$ cat src/rtl/rr_reg_arbiter.sv
// Round-robin arbiter granting N requesters one-at-a-time write access to a
// single shared WIDTH-bit register, with a registered grant and one-cycle ack.
module rr_reg_arbiter #(
    parameter int N     = 4,
    parameter int WIDTH = 8,
    parameter int OW    = $clog2(N)
) (
    input  logic                 clk,
    input  logic                 reset,
    input  logic [N-1:0]         req,
    input  logic [N*WIDTH-1:0]   wr_data,
    output logic [N-1:0]         gnt,
    output logic [N-1:0]         ack,
    output logic [WIDTH-1:0]     q,
    output logic                 q_valid,
    output logic [OW-1:0]        owner
);

    typedef enum logic [1:0] {
        IDLE  = 2'b00,
        GRANT = 2'b01,
        COOL  = 2'b10
    } state_t;

    localparam logic [OW:0] N_EXT = (OW+1)'(N);

    state_t             state;
    state_t             state_next;
    logic [OW-1:0]      ptr;
    logic [OW-1:0]      ptr_next;
    logic [OW-1:0]      sel;
    logic [OW-1:0]      sel_next;
    logic [OW-1:0]      owner_next;
    logic [N-1:0]       gnt_next;
    logic [N-1:0]       ack_next;
    logic [WIDTH-1:0]   q_next;
    logic               q_valid_next;

    logic [2*N-1:0]     req_rot_wide;
    logic [N-1:0]       req_rot;
    logic               found;
    logic [OW-1:0]      offset;
    logic [OW:0]        win_sum;
    logic [OW-1:0]      win_idx;
    logic [WIDTH-1:0]   sel_data;
    logic [N-1:0]       sel_onehot;
    logic [N-1:0]       win_onehot;

    // Rotating the doubled request vector puts requester ptr at bit 0, so the
    // lowest set bit of req_rot is the round-robin winner's distance from ptr.
    assign req_rot_wide = {req, req} >> ptr;
    assign req_rot      = req_rot_wide[N-1:0];

    always_comb begin
        found  = 1'b0;
        offset = '0;
        for (int k = N - 1; k >= 0; k--) begin
            if (req_rot[k]) begin
                found  = 1'b1;
                offset = OW'(k);
            end
        end
        win_sum = {1'b0, ptr} + {1'b0, offset};
        win_idx = (win_sum >= N_EXT) ? OW'(win_sum - N_EXT) : OW'(win_sum);
    end

    always_comb begin
        sel_data   = '0;
        sel_onehot = '0;
        win_onehot = '0;
        for (int k = 0; k < N; k++) begin
            if (sel == OW'(k)) begin
                sel_data      = wr_data[k*WIDTH +: WIDTH];
                sel_onehot[k] = 1'b1;
            end
            if (win_idx == OW'(k)) begin
                win_onehot[k] = 1'b1;
            end
        end
    end

    // Next-state and output logic; the register outputs hold unless a state
    // explicitly updates them, while gnt and ack default to low.
    always_comb begin
        state_next   = state;
        ptr_next     = ptr;
        sel_next     = sel;
        gnt_next     = '0;
        ack_next     = '0;
        q_next       = q;
        q_valid_next = q_valid;
        owner_next   = owner;

        case (state)
            IDLE: begin
                if (found) begin
                    sel_next   = win_idx;
                    gnt_next   = win_onehot;
                    state_next = GRANT;
                end
            end
            GRANT: begin
                if ((req & sel_onehot) != '0) begin
                    q_next       = sel_data;
                    q_valid_next = 1'b1;
                    owner_next   = sel;
                    ack_next     = sel_onehot;
                end
                ptr_next   = (sel == OW'(N - 1)) ? '0 : sel + OW'(1);
                state_next = COOL;
            end
            COOL: begin
                state_next = IDLE;
            end
            default: begin
                state_next = IDLE;
            end
        endcase
    end

    always_ff @(posedge clk or negedge reset) begin
        if (!reset) begin
            state   <= IDLE;
            ptr     <= '0;
            sel     <= '0;
            gnt     <= '0;
            ack     <= '0;
            q       <= '0;
            q_valid <= 1'b0;
            owner   <= '0;
        end else begin
            state   <= state_next;
            ptr     <= ptr_next;
            sel     <= sel_next;
            gnt     <= gnt_next;
            ack     <= ack_next;
            q       <= q_next;
            q_valid <= q_valid_next;
            owner   <= owner_next;
        end
    end

    assert property (@(posedge clk) disable iff (!reset)
        ((gnt & ack) == '0) && $onehot0(gnt) && $onehot0(ack));

endmodule

$ cat config.mk
export PLATFORM = sky130hd
export DESIGN_NAME = rr_reg_arbiter
export DESIGN_NICKNAME = d
export VERILOG_FILES = /design/src/rtl/rr_reg_arbiter.sv
export SDC_FILE = /design/constraint.sdc
export NUM_CORES = 1
export LEC_CHECK = 0
export CAP_MARGIN = 40
export CORE_MARGIN = 2
export CORE_UTILIZATION = 25
export CTS_CLUSTER_SIZE = 14
export DETAILED_ROUTE_END_ITERATION = 12
export SYNTH_ARGS = -nofsm -noshare
export SYNTH_HDL_FRONTEND = slang
export SYNTH_SLANG_ARGS = --single-unit
$ cat constraint.sdc
create_clock -name clk -period 1.9 [get_ports clk]
set_clock_uncertainty 0.1 [all_clocks]
set_input_delay 0.38 -clock clk [delete_from_list [all_inputs] [get_ports clk]]
set_output_delay 0.38 -clock clk [all_outputs]
set_load 0.1 [all_outputs]
==> impl_metrics.env, run 1 <==
export IMPL_status="complete, but fails checks"
export IMPL_violations="setup timing"
export IMPL_grt_pass1_wl_mm=6.19
export IMPL_final_nets=260
export IMPL_ys_top_cells_by_area="dfrtp_1 42%, nor2b_1 6.7%, o21a_1 5.0%, a221oi_1 4.7%, o311ai_0 4.7%"
export IMPL_p_per_area_nw_per_um2=1790
export IMPL_ys_warnings_count=0
export IMPL_drive_above_1_share_pct=30.1
export IMPL_start_kind="flip-flop"
export IMPL_tightest_slew_ps=389
export IMPL_p_sw_w=0.00230
export IMPL_cp_required_ps=1950
export IMPL_path_cells="or2b_1 -> o22ai_2 -> o21ai_1 -> o221ai_1 -> ha_2 -> buf_4 -> xnor2_4 -> nor4_4 -> nor3_2"
export IMPL_ir_worst_vdd_mv=0.831
export IMPL_rr_startpoint="ptr[0]"
export IMPL_layout_setup_ws_ps=-39.5
export IMPL_firstDrtPassIters=4
export IMPL_drt_vias_per_instance=4.67
export IMPL_overflow=0
export IMPL_antenna_found_initial=0
export IMPL_numCtsBuffers=3
export IMPL_synth_top_area_share_pct=41.9
export IMPL_cts_tree="built"
export IMPL_grt_pass1_vias=1325
export IMPL_seq_area_um2=628
export IMPL_setup_viol_count_final=4
export IMPL_htreeDepth=1
export IMPL_yosysTopAreaCell="dfrtp_1"
export IMPL_netSwitchingFraction_pct=49.9
export IMPL_worstPathArrival_ps=1980
export IMPL_dieArea_um2=6610
export IMPL_grt_usage_pct=11.8
export IMPL_fmax_mhz=516
export IMPL_cpPeakStageDelay_ps=450
export IMPL_die_height_um=81.3
export IMPL_slowest_stage="dfrtp_2"
export IMPL_final_common_cell="clkdlybuf4s50_1"
export IMPL_p_seq_share_pct=21.0
export IMPL_routedWlPerCell_um=13.2
export IMPL_clkLatencyLatePin_ps=260
export IMPL_utilization_pct=44.1
export IMPL_cts_buffer_depth=2
export IMPL_die_w_um=81.3
export IMPL_layout_min_cycle_time_ps=1940
export IMPL_io_buffers=56
export IMPL_p_clk_share_pct=6.8
export IMPL_cap_viol_max_count=0
export IMPL_slew_viol_final=0
export IMPL_final_antenna_net_count=0
export IMPL_area_growth_pct=72.7
export IMPL_vias=1358
export IMPL_diodes=0
export IMPL_power_internal_w=0.00231
export IMPL_critical_path_top_delay_family="simple AND/OR/NAND/NOR gates"
export IMPL_clk_pin_slew_worst_paths_ps=90
export IMPL_hp_class="input pin to asynchronous set/reset pin"
export IMPL_route_detailed_drc=0
export IMPL_multi_input_area_um2=865
export IMPL_synth_nets=190
export IMPL_slew_limit_headroom_pct=73.9
export IMPL_rsz0062_at_grt="yes"
export IMPL_period_share_pct=102
export IMPL_grt_max_degree=26
export IMPL_placementRows=28
export IMPL_pwr_share_comb_pct=72.2
export IMPL_crit_type="flip-flop to flip-flop"
export IMPL_hold_viol=0
export IMPL_cts_sinks=25
export IMPL_place_gp_congestion=0.754
export IMPL_coreArea_um2=5850
export IMPL_num_io_pins=57
export IMPL_start_util_pct=25.5
export IMPL_final_cell_mix="33 x clkdlybuf4s50_1, 23 x dfrtp_1, 22 x buf_12"
export IMPL_cts_root_buf="clkbuf_8"
export IMPL_crit_buf_inv=1
export IMPL_syn_inst=147
export IMPL_wl_mm=3.85
export IMPL_syn_area_um2=1490
export IMPL_dr_first_iter_drc_count=59
export IMPL_crit_path_max_fanout=6
export IMPL_cp_startpoint="ptr[0]"
export IMPL_p_total_w=0.00462
export IMPL_leakage_nw=1.03
export IMPL_fillers=542
export IMPL_syn_avg_cell_area_um2=10.2
export IMPL_synth_seq_cells=25
export IMPL_endpoint_kind="flip-flop"
export IMPL_dp_hpwl_mm=2.97
export IMPL_ys_seq_area_share_pct=41.9
export IMPL_synth_cell_types=41
==> power by group through the flow <==
| stage | logic [W] | clock network, W | registers [W] |
|---|---|---|---|
| 3_3_place_gp | 0.00314 | 0 | 0.000974 |
| 5_1_grt | 0.00356 | 0.000352 | 0.000997 |
| 2_1_floorplan | 0.00106 | 0 | 0.00187 |
| 3_5_place_dp | 0.00315 | 0 | 0.000976 |
| 4_1_cts | 0.00319 | 0.000319 | 0.000966 |
| 6_report | 0.00333 | 0.000312 | 0.000970 |
==> synthesized netlist by cell type <==
cell and count:
dfrtp_1 25, nor2b_1 16, nand2_1 12, o21a_1 10
a221oi_1 8, o311ai_0 8, buf_2 6, ha_1 5
o21ai_0 5, and2_1 4, inv_1 4, mux2_2 3
nand2b_1 3, nor2_1 3, nor3_1 3, a21oi_1 2
a22oi_1 2, a31oi_1 2, and2b_1 2, buf_6 2
nor3b_1 2, a211oi_4 1, a21oi_2 1, buf_4 1
clkbuf_1 1, clkbuf_2 1, mux2i_1 1, nand3b_1 1
nand4_1 1, nor3_2 1, nor4_2 1, o221ai_1 1
o22ai_1 1, o311ai_1 1, o31ai_1 1, o31ai_4 1
or2_2 1, or2b_1 1, or3_1 1, xnor2_1 1
xor2_1 1
==> routing by layer <==
metal | wire length, um | GRT usage, % | vias up
met5 | 0 | 0 | -
li1 | - | - | 677
met1 | 1610 | 16.2 | 660
met3 | 141 | 1.78 | 2
met2 | 2080 | 19.3 | 19
met4 | 23 | 3.05 | 0
==> path summary, 6_finish.rpt <==
| path | slack, ps | to | cells after the start |
|---|---|---|---|
| min | 370 | q[5] | 2 |
| max reg2reg | -40 | gnt[0] | 9 |
| min in group clk | 390 | state[0] | 1 |
| max in group asynchronous | 1060 | ptr[0] | 2 |
| max | -40 | gnt[0] | 9 |
| min reg2reg | 390 | state[0] | 1 |
==> through the flow <==
step	hold slack [ps]	worst slack (ps)	std cells	instance area (um^2)	TNS [ps]
after floorplan	-15.6	18.8	147	1500	0
after global placement	382	-473	285	2450	-4410
after detailed placement	384	-513	285	2450	-4590
after CTS	391	-3.37	290	2510	-4.36
after global routing	407	-183	291	2580	-982
final	372	-39.5	291	2580	-108
==> cell families after synthesis <==
| logic type | after synthesis | share of synthesized area [%] |
|---|---|---|
| and+or+nand+nor | 52 | 20.2 |
| AOI/OAI and AO/OA | 44 | 24.0 |
| DFF | 25 | 41.9 |
| buffers and inverters | 15 | 5.61 |
| adders and majority gates | 5 | 4.19 |
| muxes | 4 | 2.93 |
| xor gates and xnor gates | 2 | 1.17 |
==> what timing repair did <==
action	4_1_cts	5_1_grt
pin swaps	7	7
hold buffers	0	0
buffers inserted	1	1
gates resized for setup	9	16
endpoints found under the setup margin	6	17
==> registers in the layout (all words and copies together), names as in the netlist <==
signal	count
ack	4
gnt	4
owner	2
ptr	2
q	8
q_valid	1
sel	2
state	2
==> layout make-up <==
type,instances,area share [%]
inverters,4,0.582
repair buffers,76,36.2
flip-flops and latches,25,24.3
clock buffers,4,1.75
multi-input cells,107,33.5
well taps,75,3.64
(Power assumes the default switching activity.)
==> run 2, diff against run 1 <==
--- a/config.mk
+++ b/config.mk
@@ -10,6 +10,7 @@
 export CORE_UTILIZATION = 25
 export CTS_CLUSTER_SIZE = 14
 export DETAILED_ROUTE_END_ITERATION = 12
+export PLACE_DENSITY = 0.53
 export SYNTH_ARGS = -nofsm -noshare
 export SYNTH_HDL_FRONTEND = slang
 export SYNTH_SLANG_ARGS = --single-unit
==> run 2 against run 1 <==
Net effect:
- the run now ends clean
- final area grew 0.87%
- cell count grew 2.4%
- critical path depth is 1 lower
- critical path type unchanged
- die area did not move
- clock power increased by 2%
==> impl_metrics.env, run 2 (synthesized netlist as in run 1, its figures left out) <==
export IMPL_cap_viol_max_count=0
export IMPL_area_growth_pct=74.2
export IMPL_post_place_ws_ps=-524
export IMPL_dr_first_iter_drc_count=37
export IMPL_grt_max_degree=26
export IMPL_final_nets=267
export IMPL_path_cells="or2b_1 -> o22ai_1 -> o21ai_1 -> o221ai_2 -> ha_4 -> xor2_2 -> nand4_1 -> a31oi_1"
export IMPL_leakage_nw=1.06
export IMPL_cts_sinks=25
export IMPL_slowest_stage="dfrtp_2"
export IMPL_placementRows=28
export IMPL_numCtsBuffers=3
export IMPL_final_common_cell="clkdlybuf4s50_1"
export IMPL_crit_end="sel[1]"
export IMPL_worstPathArrival_ps=1930
export IMPL_fmax_mhz=543
export IMPL_status="complete, no violations"
export IMPL_largest_reg_flops=8
export IMPL_htreeDepth=1
export IMPL_r2r_end="sel[1]"
export IMPL_cpPeakStageDelay_ps=440
export IMPL_endpoint_kind="flip-flop"
export IMPL_period_share_pct=97.0
export IMPL_routedWlPerCell_um=13.2
export IMPL_crit_buf_inv=0
export IMPL_regMostFlops="q"
export IMPL_route_detailed_drc=0
export IMPL_r2r_slack_ps=60
export IMPL_cts_buffer_depth=2
export IMPL_tightest_slew_ps=356
export IMPL_hold_viol=0
export IMPL_num_io_pins=57
export IMPL_dieArea_um2=6610
export IMPL_wl_mm=3.93
export IMPL_grt_pass1_vias=1298
export IMPL_slew_limit_headroom_pct=75.9
export IMPL_final_antenna_net_count=0
export IMPL_clkLatencyLatePin_ps=270
export IMPL_dp_hpwl_mm=3.01
export IMPL_diodes=0
export IMPL_cp_depth=8
export IMPL_grt_usage_pct=12.4
export IMPL_cp_required_ps=1990
export IMPL_crit_path_max_fanout=5
export IMPL_antenna_found_initial=0
export IMPL_firstDrtPassIters=4
export IMPL_layout_min_cycle_time_ps=1840
export IMPL_cts_root_buf="clkbuf_8"
export IMPL_hp_class="input pin to asynchronous set/reset pin"
export IMPL_crit_type="flip-flop to flip-flop"
export IMPL_grt_pass1_wl_mm=6.37
export IMPL_rsz0062_at_grt="yes"
export IMPL_drive_above_1_share_pct=33.6
export IMPL_overflow=0
export IMPL_start_kind="flip-flop"
export IMPL_largestRegisters="q x8, ack x4, gnt x4"
export IMPL_layout_setup_ws_ps=57.2
export IMPL_setup_viol_count_final=0
export IMPL_p_per_area_nw_per_um2=1770
export IMPL_start_util_pct=25.5
export IMPL_critical_path_top_delay_family="compound AO/OA/AOI/OAI gates"
export IMPL_cp_startpoint="ptr[0]"
export IMPL_reg2reg_depth=8
export IMPL_p_total_w=0.00460
export IMPL_drt_vias_per_instance=4.64
export IMPL_clk_pin_slew_worst_paths_ps=90
export IMPL_place_gp_congestion=0.788
export IMPL_slew_viol_final=0
export IMPL_die_w_um=81.3
export IMPL_coreArea_um2=5850
export IMPL_die_height_um=81.3
export IMPL_rr_startpoint="ptr[0]"
export IMPL_ir_worst_vdd_mv=0.874
export IMPL_cts_tree="built"
export IMPL_io_buffers=56
export IMPL_final_cell_mix="33 x clkdlybuf4s50_1, 23 x dfrtp_1, 23 x buf_4"
export IMPL_vias=1382
==> run 2: cell count changes in the layout (fill, tap and decap cells not counted), sizes merged <==
cell | before | now
clkinv | 0 | 1
clkbuf | 4 | 3
buf | 39 | 46
==> run 2: what timing repair did <==
item / in CTS / in global routing
resized for setup: 10 / 13
setup endpoints to repair: 6 / 14
setup buffers: 1 / 2
pin swaps: 6 / 8
gates cloned: 0 / 1
hold buffers: 0 / 0
==> run 2: worst reg2reg max path, stage by stage (launching register included) <==
cell	delay, ps
dfrtp_2	440
or2b_1	230
o22ai_1	110
o21ai_1	90
o221ai_2	100
ha_4	200
xor2_2	160
nand4_1	160
a31oi_1	200
==> run 2: through the flow <==
step	hold WS [ps]	setup TNS [ps]	std cells	util, %	cell area, um^2
finish	372	0	298	44.5	2600
global route	392	-317	298	44.5	2600
CTS	378	-15.7	295	43.2	2530
detailed placement	430	-5150	290	42.0	2460
global placement	422	-4760	290	42.0	2460
floorplan	-15.6	0	147	-	1500
==> run 2: routing by layer <==
metal | GRT usage (%) | part of all wire, %
met3 | 2.22 | 5.2
met5 | 0 | 0
met4 | 4.07 | 0.87
met2 | 19.8 | 47
met1 | 16.9 | 47
==> run 2: layout make-up <==
type	instances	area [um^2]
fillers	549	3250
repair buffers	83	966
multi-input cells	107	853
flip-flops and latches	25	628
well taps	75	93.8
clock buffers	3	41.3
inverters	4	15.0
clock inverters	1	5.00
==> run 2: how the worst min path moves through the flow <==
stage / startpoint / end / slack, ps / depth (start not counted)
after floorplan: reset / ack[0] / -20 / 0
after global placement: q_valid / q_valid / 420 / 1
after detailed placement: q_valid / q_valid / 430 / 1
after CTS: reset / q[2] / 380 / 2
after global routing: reset / ack[2] / 390 / 2
final: reset / state[0] / 370 / 2
==> run 2: power breakdown <==
group	switching (W)	internal [W]	leakage, nW	total (W)
clock	0.000170	0.000147	0.0255	0.000317
sequential	0.000225	0.000750	0.302	0.000975
combinational	0.00189	0.00142	0.731	0.00331
==> run 3, diff against run 2 <==
--- a/config.mk
+++ b/config.mk
@@ -5,6 +5,7 @@
 export SDC_FILE = /design/constraint.sdc
 export NUM_CORES = 1
 export LEC_CHECK = 0
+export ABC_CLOCK_PERIOD_IN_PS = 1900
 export CAP_MARGIN = 40
 export CORE_MARGIN = 2
 export CORE_UTILIZATION = 25
==> results of run 3 <==
No change in the layout: final DEF, timing and power equal those of run 2.
==> RTL change (config.mk and constraints of run 2) <==
`N`: 4 -> 2.
--- a/src/rtl/rr_reg_arbiter.sv
+++ b/src/rtl/rr_reg_arbiter.sv
@@ -1,7 +1,7 @@
 // Round-robin arbiter granting N requesters one-at-a-time write access to a
 // single shared WIDTH-bit register, with a registered grant and one-cycle ack.
 module rr_reg_arbiter #(
-    parameter int N     = 4,
+    parameter int N     = 2,
     parameter int WIDTH = 8,
     parameter int OW    = $clog2(N)
 ) (
Ports: changed (5 resized); port bits go from 57 to 34. The function was not compared with the original's and may differ.
==> RTL change against run 2 <==
Final cell count is 52% lower. Sequential cell count decreased by 7. Wire length is 59% lower. Critical endpoint is now q[5]. Setup slack improved by 0.37 ns. Via count fell by 59%. Global-route usage decreased by 2.8 points. Final area fell by 45%. Die area fell by 41%. Worst hold slack worse by 0.059 ns. Synthesized area shrank 43%. Core utilization decreased by 1.4 points. Highest routed layer is now met3. Register-to-register slack better by 0.40 ns.
Power is left out: the tool's default activity adds up to more than one toggle a clock period on the data nets, which glitch-free logic cannot reach.
==> RTL change: results <==
cells_and_area:
  fillers: 322
  antenna_cells: 0
  drive_gt1_frac: 0.443
  top_register: "q"
  nNetsFinal: 118
  largest_register_ffs: 8
status:
  status: "finished clean"
global_route:
  antenna_found_initial: 0
  grt_start_max_net_pins: 19
  grt_pass1_vias: 609
  grt_pass1_wl_um: 3020
  track_usage: 0.0964
clocking:
  cts_resized: 0
  clk_latency_ns: 0.28
  h-tree-depth: 1
  clk_path_buf_depth: 2
  cts-root-buf: "clkbuf_4"
  path_clk_slew_ns: 0.10
  cts_setup_buffers: 0
  cts_made_buffers: 3
drt:
  top_layer: "met3"
  firstDrtPassIters: 2
  vias: 565
  routed-wl-met3_um: 122
  avgRoutedWirePerCell_um: 11.3
  wl_met2_um: 794
  m1WireLength_um: 695
  initialDrtViolationCount: 12
placed_design:
  numPortBuffers: 33
  place_congestion: 0.691
  dp_hpwl_um: 1270
logic_synthesis:
  synth_area_leaders: "dfrtp_1 53%, mux2_4 23%, mux2_2 3.9%"
  synth_nets: 77
  synthXorXnorAreaFrac: 0
  synth-async-reset-ratio: 1.00
  yosys-mux-area-fraction: 0.294
  synth_adder_area_share: 0
  ys_seq_area_frac: 0.526
  synthDistinctLibCells: 20
  synth_warnings: 0
  synth_compound_area_frac: 0.0409
  synth_common_cells: "18 x dfrtp_1, 13 x mux2_4, 3 x a21oi_1, 3 x mux2_2, 3 x nor2_1"
timing:
  relSlewSlack: 0.852
worst_hold_path:
  worstHoldPathType: "input pin to async pin"
setup_path:
  cp_max_fo: 9
  arrival_ns: 1.55
-- RTL change: cell types whose count changed in the layout (fill, tap and decap cells not counted), moves of 5 or more --
cell                    run 2  this run
buf_4                      23         5
buf_12                     20        14
dfrtp_1                    23        18
o21a_1                     10         1
nand2_1                    12         2
mux2_4                      0        13
o311ai_0                    7         0
clkdlybuf4s50_1            33        19
a221oi_1                    7         0
nor2b_1                    15         0
-- RTL change: critical path: stages --
cell	delay, ns
clkdlybuf4s50_1	0.52
mux2i_4	0.11
nor2_8	0.21
mux2_4	0.33
-- RTL change: cell type report --
type / instances / area (µm²) / area share
Clock buffer: 4 / 36.3 / 0.0254
Inverter: 2 / 7.51 / 0.00526
Tap cell: 46 / 57.6 / 0.0404
Multi-Input combinational cell: 35 / 367 / 0.257
Sequential cell: 18 / 450 / 0.316
Timing Repair Buffer: 38 / 508 / 0.356
-- RTL change: final timing paths --
check,from,to,slack [ns],cells past startpoint
max in group asynchronous,reset,ptr,1.19,2
max,req[1],q[5],0.43,4
max reg2reg,sel,q[2],0.46,3
min,reset,q[1],0.31,2
min in group clk,ptr,gnt[0],0.37,1
min reg2reg,ptr,gnt[0],0.37,1
-- RTL change: layer usage --
metal  global-route usage  vias to the layer above
met1                0.127                      270
met2                0.145                       19
met3               0.0360                        0
met5                    0                        -
li1                     -                      276
met4               0.0333                        0
-- RTL change: through the flow --
step           instances  instance area [µm²]  setup slack, ns   util  hold slack [ns]
4_1_cts              143                 1430            0.428  0.431            0.308
5_1_grt              143                 1430            0.397  0.431            0.320
3_5_place_dp         139                 1390            0.107  0.420            0.352
3_3_place_gp         139                 1390            0.140  0.420            0.353
2_1_floorplan         57                  856            0.508      -          -0.0156
6_report             143                 1430            0.427  0.431            0.313
